[config.mk]
export PLATFORM = sky130hd
export DESIGN_NAME = seq_alu
export DESIGN_NICKNAME = d
export VERILOG_FILES = /design/src/rtl/seq_alu.sv
export SDC_FILE = /design/constraint.sdc
export NUM_CORES = 1
export LEC_CHECK = 0
export ABC_AREA = 1
export BUFFER_PORTS_ARGS = -buffer_cell sky130_fd_sc_hd__buf_2
export CORE_MARGIN = 1.5
export CORE_UTILIZATION = 55
export DETAILED_ROUTE_END_ITERATION = 8
export PLACE_DENSITY = 0.86
export SETUP_SLACK_MARGIN = 0.3
export SLEW_MARGIN = 20
export SYNTH_ARGS = -nofsm -noshare
export SYNTH_HDL_FRONTEND = slang
export SYNTH_SLANG_ARGS = --single-unit
[constraint.sdc]
create_clock -name clock -period 2.09 [get_ports clock]
set_clock_uncertainty 0.05 [all_clocks]
set_input_delay 0.209 -clock clock [delete_from_list [all_inputs] [get_ports clock]]
set_output_delay 0.209 -clock clock [all_outputs]
set_load 0.01 [all_outputs]
[src/rtl/seq_alu.sv]
// seq_alu: multi-cycle, handshaked, area-reduced ALU.
// Add, subtract and compare run through a bit-serial ripple carry chain, LSB first.
// Shifts move one bit position per cycle.
// The opcode encodings below mirror the parameters.vh opcode macros.
// Optional build macro SEQ_ALU_FLAGS_EN adds the flag_carry and flag_zero outputs.
//
// state | meaning
// IDLE  | waiting for start with alu_enable high
// EXEC  | operation in progress; busy is high
module seq_alu #(
  parameter int WORD_SIZE = 16,
  parameter int SHAMT_W   = $clog2(WORD_SIZE)
) (
  input  logic                 clock,
  input  logic                 reset_n,
  input  logic                 alu_enable,
  input  logic                 start,
  input  logic [4:0]           opcode,
  input  logic [WORD_SIZE-1:0] input1,
  input  logic [WORD_SIZE-1:0] input2,
  output logic                 busy,
  output logic                 done,
  output logic [WORD_SIZE-1:0] alu_out
`ifdef SEQ_ALU_FLAGS_EN
  ,
  output logic                 flag_carry,
  output logic                 flag_zero
`endif
);

  localparam logic [4:0] OP_ADD  = 5'd0;
  localparam logic [4:0] OP_ADDI = 5'd1;
  localparam logic [4:0] OP_SUB  = 5'd2;
  localparam logic [4:0] OP_COMP = 5'd3;
  localparam logic [4:0] OP_AND  = 5'd4;
  localparam logic [4:0] OP_ANDI = 5'd5;
  localparam logic [4:0] OP_OR   = 5'd6;
  localparam logic [4:0] OP_XOR  = 5'd7;
  localparam logic [4:0] OP_NOT  = 5'd8;
  localparam logic [4:0] OP_SLI  = 5'd9;
  localparam logic [4:0] OP_SRI  = 5'd10;

  localparam logic [WORD_SIZE-1:0] W_LIM = WORD_SIZE'(WORD_SIZE);

  typedef enum logic {IDLE, EXEC} state_t;
  // K_SINGLE covers logic ops, degenerate shifts and undefined opcodes
  typedef enum logic [1:0] {K_SINGLE, K_ARITH, K_SHIFT} kind_t;

  state_t               state;
  kind_t                kind;
  logic [4:0]           op_q;
  logic [WORD_SIZE-1:0] a_q, b_q, res_q;
  logic [SHAMT_W-1:0]   cnt;
  logic                 carry;

  logic                 sum_bit, cout, shift_out, is_last, is_sub;
  logic [WORD_SIZE-1:0] arith_fin, shift_next, single_res, fin;

  // Serial adder slice, shifter step and single-cycle result
  always_comb begin
    sum_bit    = a_q[0] ^ b_q[0] ^ carry;
    cout       = (a_q[0] & b_q[0]) | (a_q[0] & carry) | (b_q[0] & carry);
    arith_fin  = {sum_bit, res_q[WORD_SIZE-1:1]};
    shift_next = (op_q == OP_SLI) ? (a_q << 1) : (a_q >> 1);
    shift_out  = (op_q == OP_SLI) ? a_q[WORD_SIZE-1] : a_q[0];
    is_sub     = (opcode == OP_SUB) || (opcode == OP_COMP);
    is_last    = (kind == K_SINGLE) || (cnt == '0);
    case (op_q)
      OP_AND, OP_ANDI: single_res = a_q & b_q;
      OP_OR:           single_res = a_q | b_q;
      OP_XOR:          single_res = a_q ^ b_q;
      OP_NOT:          single_res = ~a_q;
      // only n=0 (pass A) or n>=WORD_SIZE (all zero) reach here as single
      OP_SLI, OP_SRI:  single_res = (b_q == '0) ? a_q : '0;
      default:         single_res = '0;
    endcase
    case (kind)
      K_SINGLE: fin = single_res;
      K_ARITH:  fin = (op_q == OP_COMP) ? {{(WORD_SIZE-1){1'b0}}, (arith_fin == '0)}
                                        : arith_fin;
      K_SHIFT:  fin = shift_next;
      default:  fin = '0;
    endcase
  end

`ifdef SEQ_ALU_FLAGS_EN
  logic fin_carry;

  // Carry flag source depends on operation class
  always_comb begin
    case (kind)
      K_ARITH: fin_carry = cout;
      K_SHIFT: fin_carry = shift_out;
      default: fin_carry = 1'b0;
    endcase
  end

  // Flags update together with alu_out on the completing edge
  always_ff @(posedge clock or negedge reset_n) begin
    if (!reset_n) begin
      flag_carry <= 1'b0;
      flag_zero  <= 1'b0;
    end else if (state == EXEC && is_last) begin
      flag_carry <= fin_carry;
      flag_zero  <= (fin == '0);
    end
  end
`else
  // Without flags the MSB carry-out is simply dropped
`endif

  // Control FSM and datapath registers
  always_ff @(posedge clock or negedge reset_n) begin
    if (!reset_n) begin
      state   <= IDLE;
      kind    <= K_SINGLE;
      op_q    <= '0;
      a_q     <= '0;
      b_q     <= '0;
      res_q   <= '0;
      cnt     <= '0;
      carry   <= 1'b0;
      busy    <= 1'b0;
      done    <= 1'b0;
      alu_out <= '0;
    end else begin
      done <= 1'b0;
      case (state)
        IDLE: begin
          if (start && alu_enable) begin
            state <= EXEC;
            busy  <= 1'b1;
            op_q  <= opcode;
            a_q   <= input1;
            b_q   <= is_sub ? ~input2 : input2;
            carry <= is_sub;
            res_q <= '0;
            case (opcode)
              OP_ADD, OP_ADDI, OP_SUB, OP_COMP: begin
                kind <= K_ARITH;
                cnt  <= SHAMT_W'(WORD_SIZE - 1);
              end
              OP_SLI, OP_SRI: begin
                if (input2 == '0 || input2 >= W_LIM) begin
                  kind <= K_SINGLE;
                end else begin
                  kind <= K_SHIFT;
                  cnt  <= SHAMT_W'(input2) - SHAMT_W'(1);
                end
              end
              default: kind <= K_SINGLE;
            endcase
          end
        end
        EXEC: begin
          cnt <= cnt - SHAMT_W'(1);
          if (kind == K_ARITH) begin
            a_q   <= a_q >> 1;
            b_q   <= b_q >> 1;
            res_q <= arith_fin;
            carry <= cout;
          end else if (kind == K_SHIFT) begin
            a_q <= shift_next;
          end
          if (is_last) begin
            state   <= IDLE;
            busy    <= 1'b0;
            done    <= 1'b1;
            alu_out <= fin;
          end
        end
        default: state <= IDLE;
      endcase
    end
  end

endmodule

# Word level (Yosys, flattened, before mapping)
# Index checks and enable logic that the tools add are counted.
dict set report word_totals {
  ff_bits 79
  latch_bits 0
  ram_bits 0
  rom_bits 0
  input_bits 41
  out_inout_bits 18
  elab_cells 101
  n_memories 0
}
dict set report op_classes {
  n_addsub 2
  multipliers 0
  div 0
  n_lt_le_gt_ge 1
  n_eq_ne 21
  shift 0
  n_mux 33
  bitwise 13
  reduce_logical 20
}
# operator count
set op_table {}
lappend op_table {{2-to-1 mux 16 bit} 11}
lappend op_table {{case mux 16 bit (2 select lines)} 3}
lappend op_table {{case mux 16 bit (5 select lines)} 1}
lappend op_table {{zero test 16 bit} 3}
lappend op_table {{case mux 16 bit (3 select lines)} 1}
lappend op_table {{inverter 16 bit} 2}
lappend op_table {{equality test 5 x 4 -> 1 bit (second input constant)} 5}
lappend op_table {{equality test 5 x 3 -> 1 bit (second input constant)} 4}
lappend op_table {{AND 16 bit} 1}
lappend op_table {{>= comparator 16 x 5 -> 1 bit (second input constant)} 1}
lappend op_table {{bitwise OR 16 bit} 1}
lappend op_table {{case mux 4 bit (2 select lines)} 2}
lappend op_table {{XOR 16 bit} 1}
lappend op_table {{equality test 5 x 2 -> 1 bit (second input constant)} 3}
lappend op_table {{AND reduction 2 bit} 5}
lappend op_table {{2-to-1 mux 1 bit} 8}
lappend op_table {{2-to-1 mux 4 bit} 2}
lappend op_table {{subtractor 4 x 1 -> 4 bit (second input constant)} 2}
lappend op_table {{inequality test 3 x 1 -> 1 bit (second input constant)} 2}
lappend op_table {{case mux 1 bit (2 select lines)} 3}
lappend op_table {{OR reduction 2 bit} 3}
lappend op_table {{equality test 5 x 1 -> 1 bit (second input constant)} 1}
lappend op_table {{zero test 5 bit} 1}
lappend op_table {{zero test 4 bit} 1}
lappend op_table {{other kinds (16)} 23}

# Longest topological paths before layout
dict set report depth {
  depth_word 6
  ltp_mapped 12
  ltp_nobuf 11
}

# Worst setup path before layout
# OpenSTA, ideal clock, no wires.
dict set report synth_timing {
  path_type {register to register}
  from {reg a_q[0]}
  to {reg alu_out[0]}
  setup_ns 0.117
  arrival_time_ns 1.432
  t_required_ns 1.923
  setup_slack_ns 0.492
  stages_incl_launch_ff 11
  n_path_buf 0
  period_less_slack_ns 1.598
  path_cell_list {dfrtp_1 > fa_1 > nor2_1 > nand2_1 > nor2_1 > nand2_1 > nand2_1 > a21boi_1 > nand2_1 > nand2_1 > nand2_1}
}
dict set report synth_via {
  elab_chain_len 5
  elab_cells_between_ends 11
  classes_between {4 x mux; 6 x bitwise; 1 x reduce/logical}
}
# element line_no
set synth_lines {}
lappend synth_lines {{start, declared} 52} ;# logic [WORD_SIZE-1:0] a_q, b_q, res_q;
lappend synth_lines {{start signal, assigned} 134} ;# a_q <= input1;
lappend synth_lines {{start signal, assigned} 158} ;# a_q <= a_q >> 1;
lappend synth_lines {{start signal, assigned} 163} ;# a_q <= shift_next;
lappend synth_lines {{XOR 1 bit (2 in series)} 61} ;# sum_bit = a_q[0] ^ b_q[0] ^ carry;
lappend synth_lines {{zero test 16 bit} 79} ;# K_ARITH: fin = (op_q == OP_COMP) ? {{(WORD_SIZE-1){1'b0}}, (arith_fin == '0)}
lappend synth_lines {{2-to-1 mux 16 bit} 79}
lappend synth_lines {{case mux 16 bit (3 select lines) (*)} 77} ;# case (kind)
lappend synth_lines {{end signal, assigned} 169} ;# alu_out <= fin;
lappend synth_lines {{end, declared} 23} ;# output logic [WORD_SIZE-1:0] alu_out
# Every way passes the cells marked *; elsewhere a longest branch is shown, timed or not.
# A chain may end at the register's enable or synchronous reset.

# Worst setup path in the final report
dict set report layout_timing {
  from {reg op_q[1]}
  to {reg alu_out[13]}
}
dict set report layout_via {
  elab_chain_len 4
  elab_cells_between_ends 14
  classes_between {8 x eq/ne; 4 x mux; 2 x reduce/logical}
}
# element line_no
set layout_lines {}
lappend layout_lines {{start, declared} 51} ;# logic [4:0] op_q;
lappend layout_lines {{start signal, assigned} 133} ;# op_q <= opcode;
lappend layout_lines {{equality test 5 x 4 -> 1 bit, or another cell as far along} {64, 68}}
lappend layout_lines {{OR reduction 2 bit} 68} ;# case (op_q)
lappend layout_lines {{case mux 16 bit (5 select lines)} 68}
lappend layout_lines {{case mux 16 bit (3 select lines) (*)} 77}
# Marks and branches as above.

==> out/metrics.csv <==
stage,metric,value,unit
routing,drt total wl,17500,um
finish,Seq. cell area,1960,um2
critical_path,critical path's largest stage delay,460,ps
synth,Main synth FF type,dfrtp_1,
timing,Setup Viol. Count Final,0,
clocking,worst skew pair latency,380,ps
synth,unique cell type count in the Yosys netlist,34,
clocking,root buf cell,clkbuf_8,
synth,ys async rst share,1.00,
placement,IO Port Bufs,58,
finish,area grow syn2layout,16.8,%
critical_path,CP max FO,10,
synth,Synth Net Count,903,
synth,Netlist Area Pre-Place,5810,um2
timing,RSZ-0062 raised after global routing,yes,
floorplan,die width,106,um
critical_path,r2r startpoint,op_q[1],
finish,share of layout cells above drive strength 1,0.187,
critical_path,Worst Reg2Reg Path Length in Cells,10,
clocking,H-tree levels,3,
floorplan,chip height,106,um
placement,dpl cells,1000,
finish,ANT cells,0,
synth,"Seq/Total Area, Yosys",0.336,
hold_path,worst hold path type,in2reg,
critical_path,"Arr. time, crit path",2030,ps
critical_path,r2r setup slk,290,ps
routing,Iter 0 DRT Violations,759,
global_routing,global-route wire length before repair,27400,um
routing,Routed WL per cell,16.8,um
critical_path,Stages on worst setup path,10,
finish,Util after Layout,0.661,
clocking,Num CTS Buffers,9,
clocking,"Clk pin slew, worst setup/hold paths",90,ps
clocking,CTS Buffer Depth,2,
clocking,TritonCTS clock tree,done,
pwr,power per cell area,1300,nW/um2
global_routing,largest net degree at the start of global routing,70,
pwr,VDD IR max,1370,uV
timing,final worst path period share,0.864,
floorplan,core area,10300,um2
finish,final cell count without fillers,1041,
finish,combined area of the multi-input logic cells,3340,um2
global_routing,Overflow after GRT,0,
timing,max-slew violations,0,
synth,Post-Syn Instances,826,
critical_path,CP required,2310,ps
synth,#FFs+latches synth,78,
routing,vias after detailed routing,6186,
routing,antenna-violating nets left,0,
finish,fillcell total,886,
synth,largest cells by area after synthesis,"dfrtp_1 (34%), nand2_1 (16%), ha_1 (7.5%)",
synth,post-synth top area cell,dfrtp_1,
placement,post-detail-place hpwl,11500,um
critical_path,Critical-path top delay cell,dfrtp_2,
floorplan,number of cell rows,37,
critical_path,end point of the critical path,alu_out[13],
critical_path,end of the worst register-to-register path,alu_out[13],
floorplan,Initial Util,0.566,
critical_path,CP most frequent cell,nand2_1,
timing,final hold vios,0,
critical_path,number of buffers and inverters on the critical path,3,
critical_path,CP startpoint,op_q[1],
floorplan,number of I/O pins,59,
pwr,leakage,3.58,nW
timing,fin crit period,1800,ps
timing,Worst Tran Pin Value,575,ps
critical_path,CP Launch Type,flip-flop,
timing,fmax,554,MHz
routing,vias per cell,5.94,
critical_path,cell family with most CP delay,simple AND/OR/NAND/NOR gates,
routing,DRC Markers,0,
critical_path,crit path kind,reg2reg,
timing,Slew headroom,0.617,
placement,Final Wtd Congestion,0.943,
clocking,clock sinks,78,
finish,Nets,977,
critical_path,critical-path cell list,nor2_2 -> nand3_4 -> buf_4 -> buf_6 -> o211ai_2 -> nand2_1 -> inv_1 -> nand2_1 -> nand2_1 -> nand2_1,
synth,warning count from the yosys run,0,
global_routing,initial antenna violation count,0,
outcome,status,"complete, no violations",
critical_path,Crit. End Element,flip-flop,
flow_run,MaxCap Viol Count,0,
floorplan,die area,11200,um2
synth,synthesized area per cell,7.04,um2
global_routing,vias in the first global route,5631,
routing,DR pass1 iterations,8,
synth,share of the synthesized area in the top cell type,0.336,
global_routing,GR Util All Layers,0.312,
timing,Sum Neg Setup Slack,0,ps
synth,"EDFF count, synth",0,
report_power, final:
part           internal, mW  total (mW)  switching (mW)  leakage (nW)
Clock                 0.590        1.22           0.628        0.0951
Combinational          1.68        4.90            3.22          2.49
Sequential             2.08        2.74           0.659         0.992
cell usage after synthesis, types with 18 or more instances:
cell / count
a21oi_1: 33
o22ai_1: 18
ha_1: 35
nand3_1: 35
buf_2: 19
nor2_1: 53
nand4_1: 56
o21ai_0: 78
nand2_1: 243
xor2_1: 18
inv_1: 88
dfrtp_1: 78
metrics by stage:
step                cell area, um2  setup WS [ps]  power, mW  hold slack (ps)
finish                        6790            285       8.86             49.6
global route                  6790            202       9.51             72.6
CTS                           6510            283       8.27             52.6
detailed placement            6220            113       6.98              200
global placement              6220            138       6.86              197
floorplan                     5810            492       5.63             -137
worst min-delay path: cells and delay by family:
family | cells | cell delay (ps)
buffers and inverters | 1 | 110
and+or+nand+nor | 1 | 50
AOI/OAI and AO/OA | 1 | 60
placed cells by master (no fill, tap or decap), types with 3 or more instances in the layout:
master / instances
nand2_1: 243
inv_1: 87
o21ai_0: 75
dfrtp_1: 72
buf_2: 57
nand4_1: 56
nor2_1: 48
ha_1: 35
nand3_1: 32
buf_4: 32
a21oi_1: 31
o22ai_1: 18
xor2_1: 18
clkbuf_8: 10
buf_6: 9
o21ai_1: 8
nor2_4: 6
dfrtp_2: 6
inv_2: 5
nor2_2: 5
clkinvlp_4: 4
o211ai_2: 4
nand3_2: 3
nand2_4: 3
nand2_2: 3
inv_4: 3
a22oi_1: 3
buf_12: 3
worst min-delay path by stage:
stage,start,to,slack (ps),cells after the start
floorplan,reset_n,a_q[0],-140,0
global placement,reset_n,b_q[7],200,1
detailed placement,reset_n,b_q[5],200,1
CTS,opcode[3],op_q[3],50,3
global route,opcode[3],op_q[3],70,3
finish,opcode[3],op_q[3],50,3
layout make-up:
cell class | count | share of cell area
multi-input combinational | 609 | 0.492
inverter | 98 | 0.0566
tap | 136 | 0.0251
clock inverter | 6 | 0.0103
timing repair buffer | 104 | 0.107
clock buffer | 10 | 0.0203
sequential | 78 | 0.289
registers in the layout, indices dropped and copies added (netlist names):
name     flops
a_q         16
alu_out     16
b_q         16
busy         1
carry        1
cnt          4
done         1
kind         2
op_q         5
res_q       15
state        1
layer usage:
layer | up-vias | share of wire | global-route usage
met3 | 75 | 0.096 | 0.0717
met4 | 0 | 0.040 | 0.140
met1 | 2831 | 0.40 | 0.403
li1 | 2862 | - | -
met2 | 418 | 0.47 | 0.498
met5 | - | 0 | 0
cells by family after synthesis:
group	count (synthesis)	share of synthesized area
AO/OA/AOI/OAI	147	0.140
XOR/XNOR	20	0.0301
adder cells (fa/ha/maj)	36	0.0788
buffers and inverters	141	0.104
flip-flops	78	0.336
AND/OR/NAND/NOR	404	0.311
timing repair:
action                                  4_1_cts  5_1_grt
setup buffers                                 5       17
pin swaps                                     3       11
hold buffers                                  1        0
resized for setup                             6       39
endpoints found under the setup margin       32       32
cloned                                        1        1
endpoints found under the hold margin        42        0
Power figures use the tool's default switching activity.
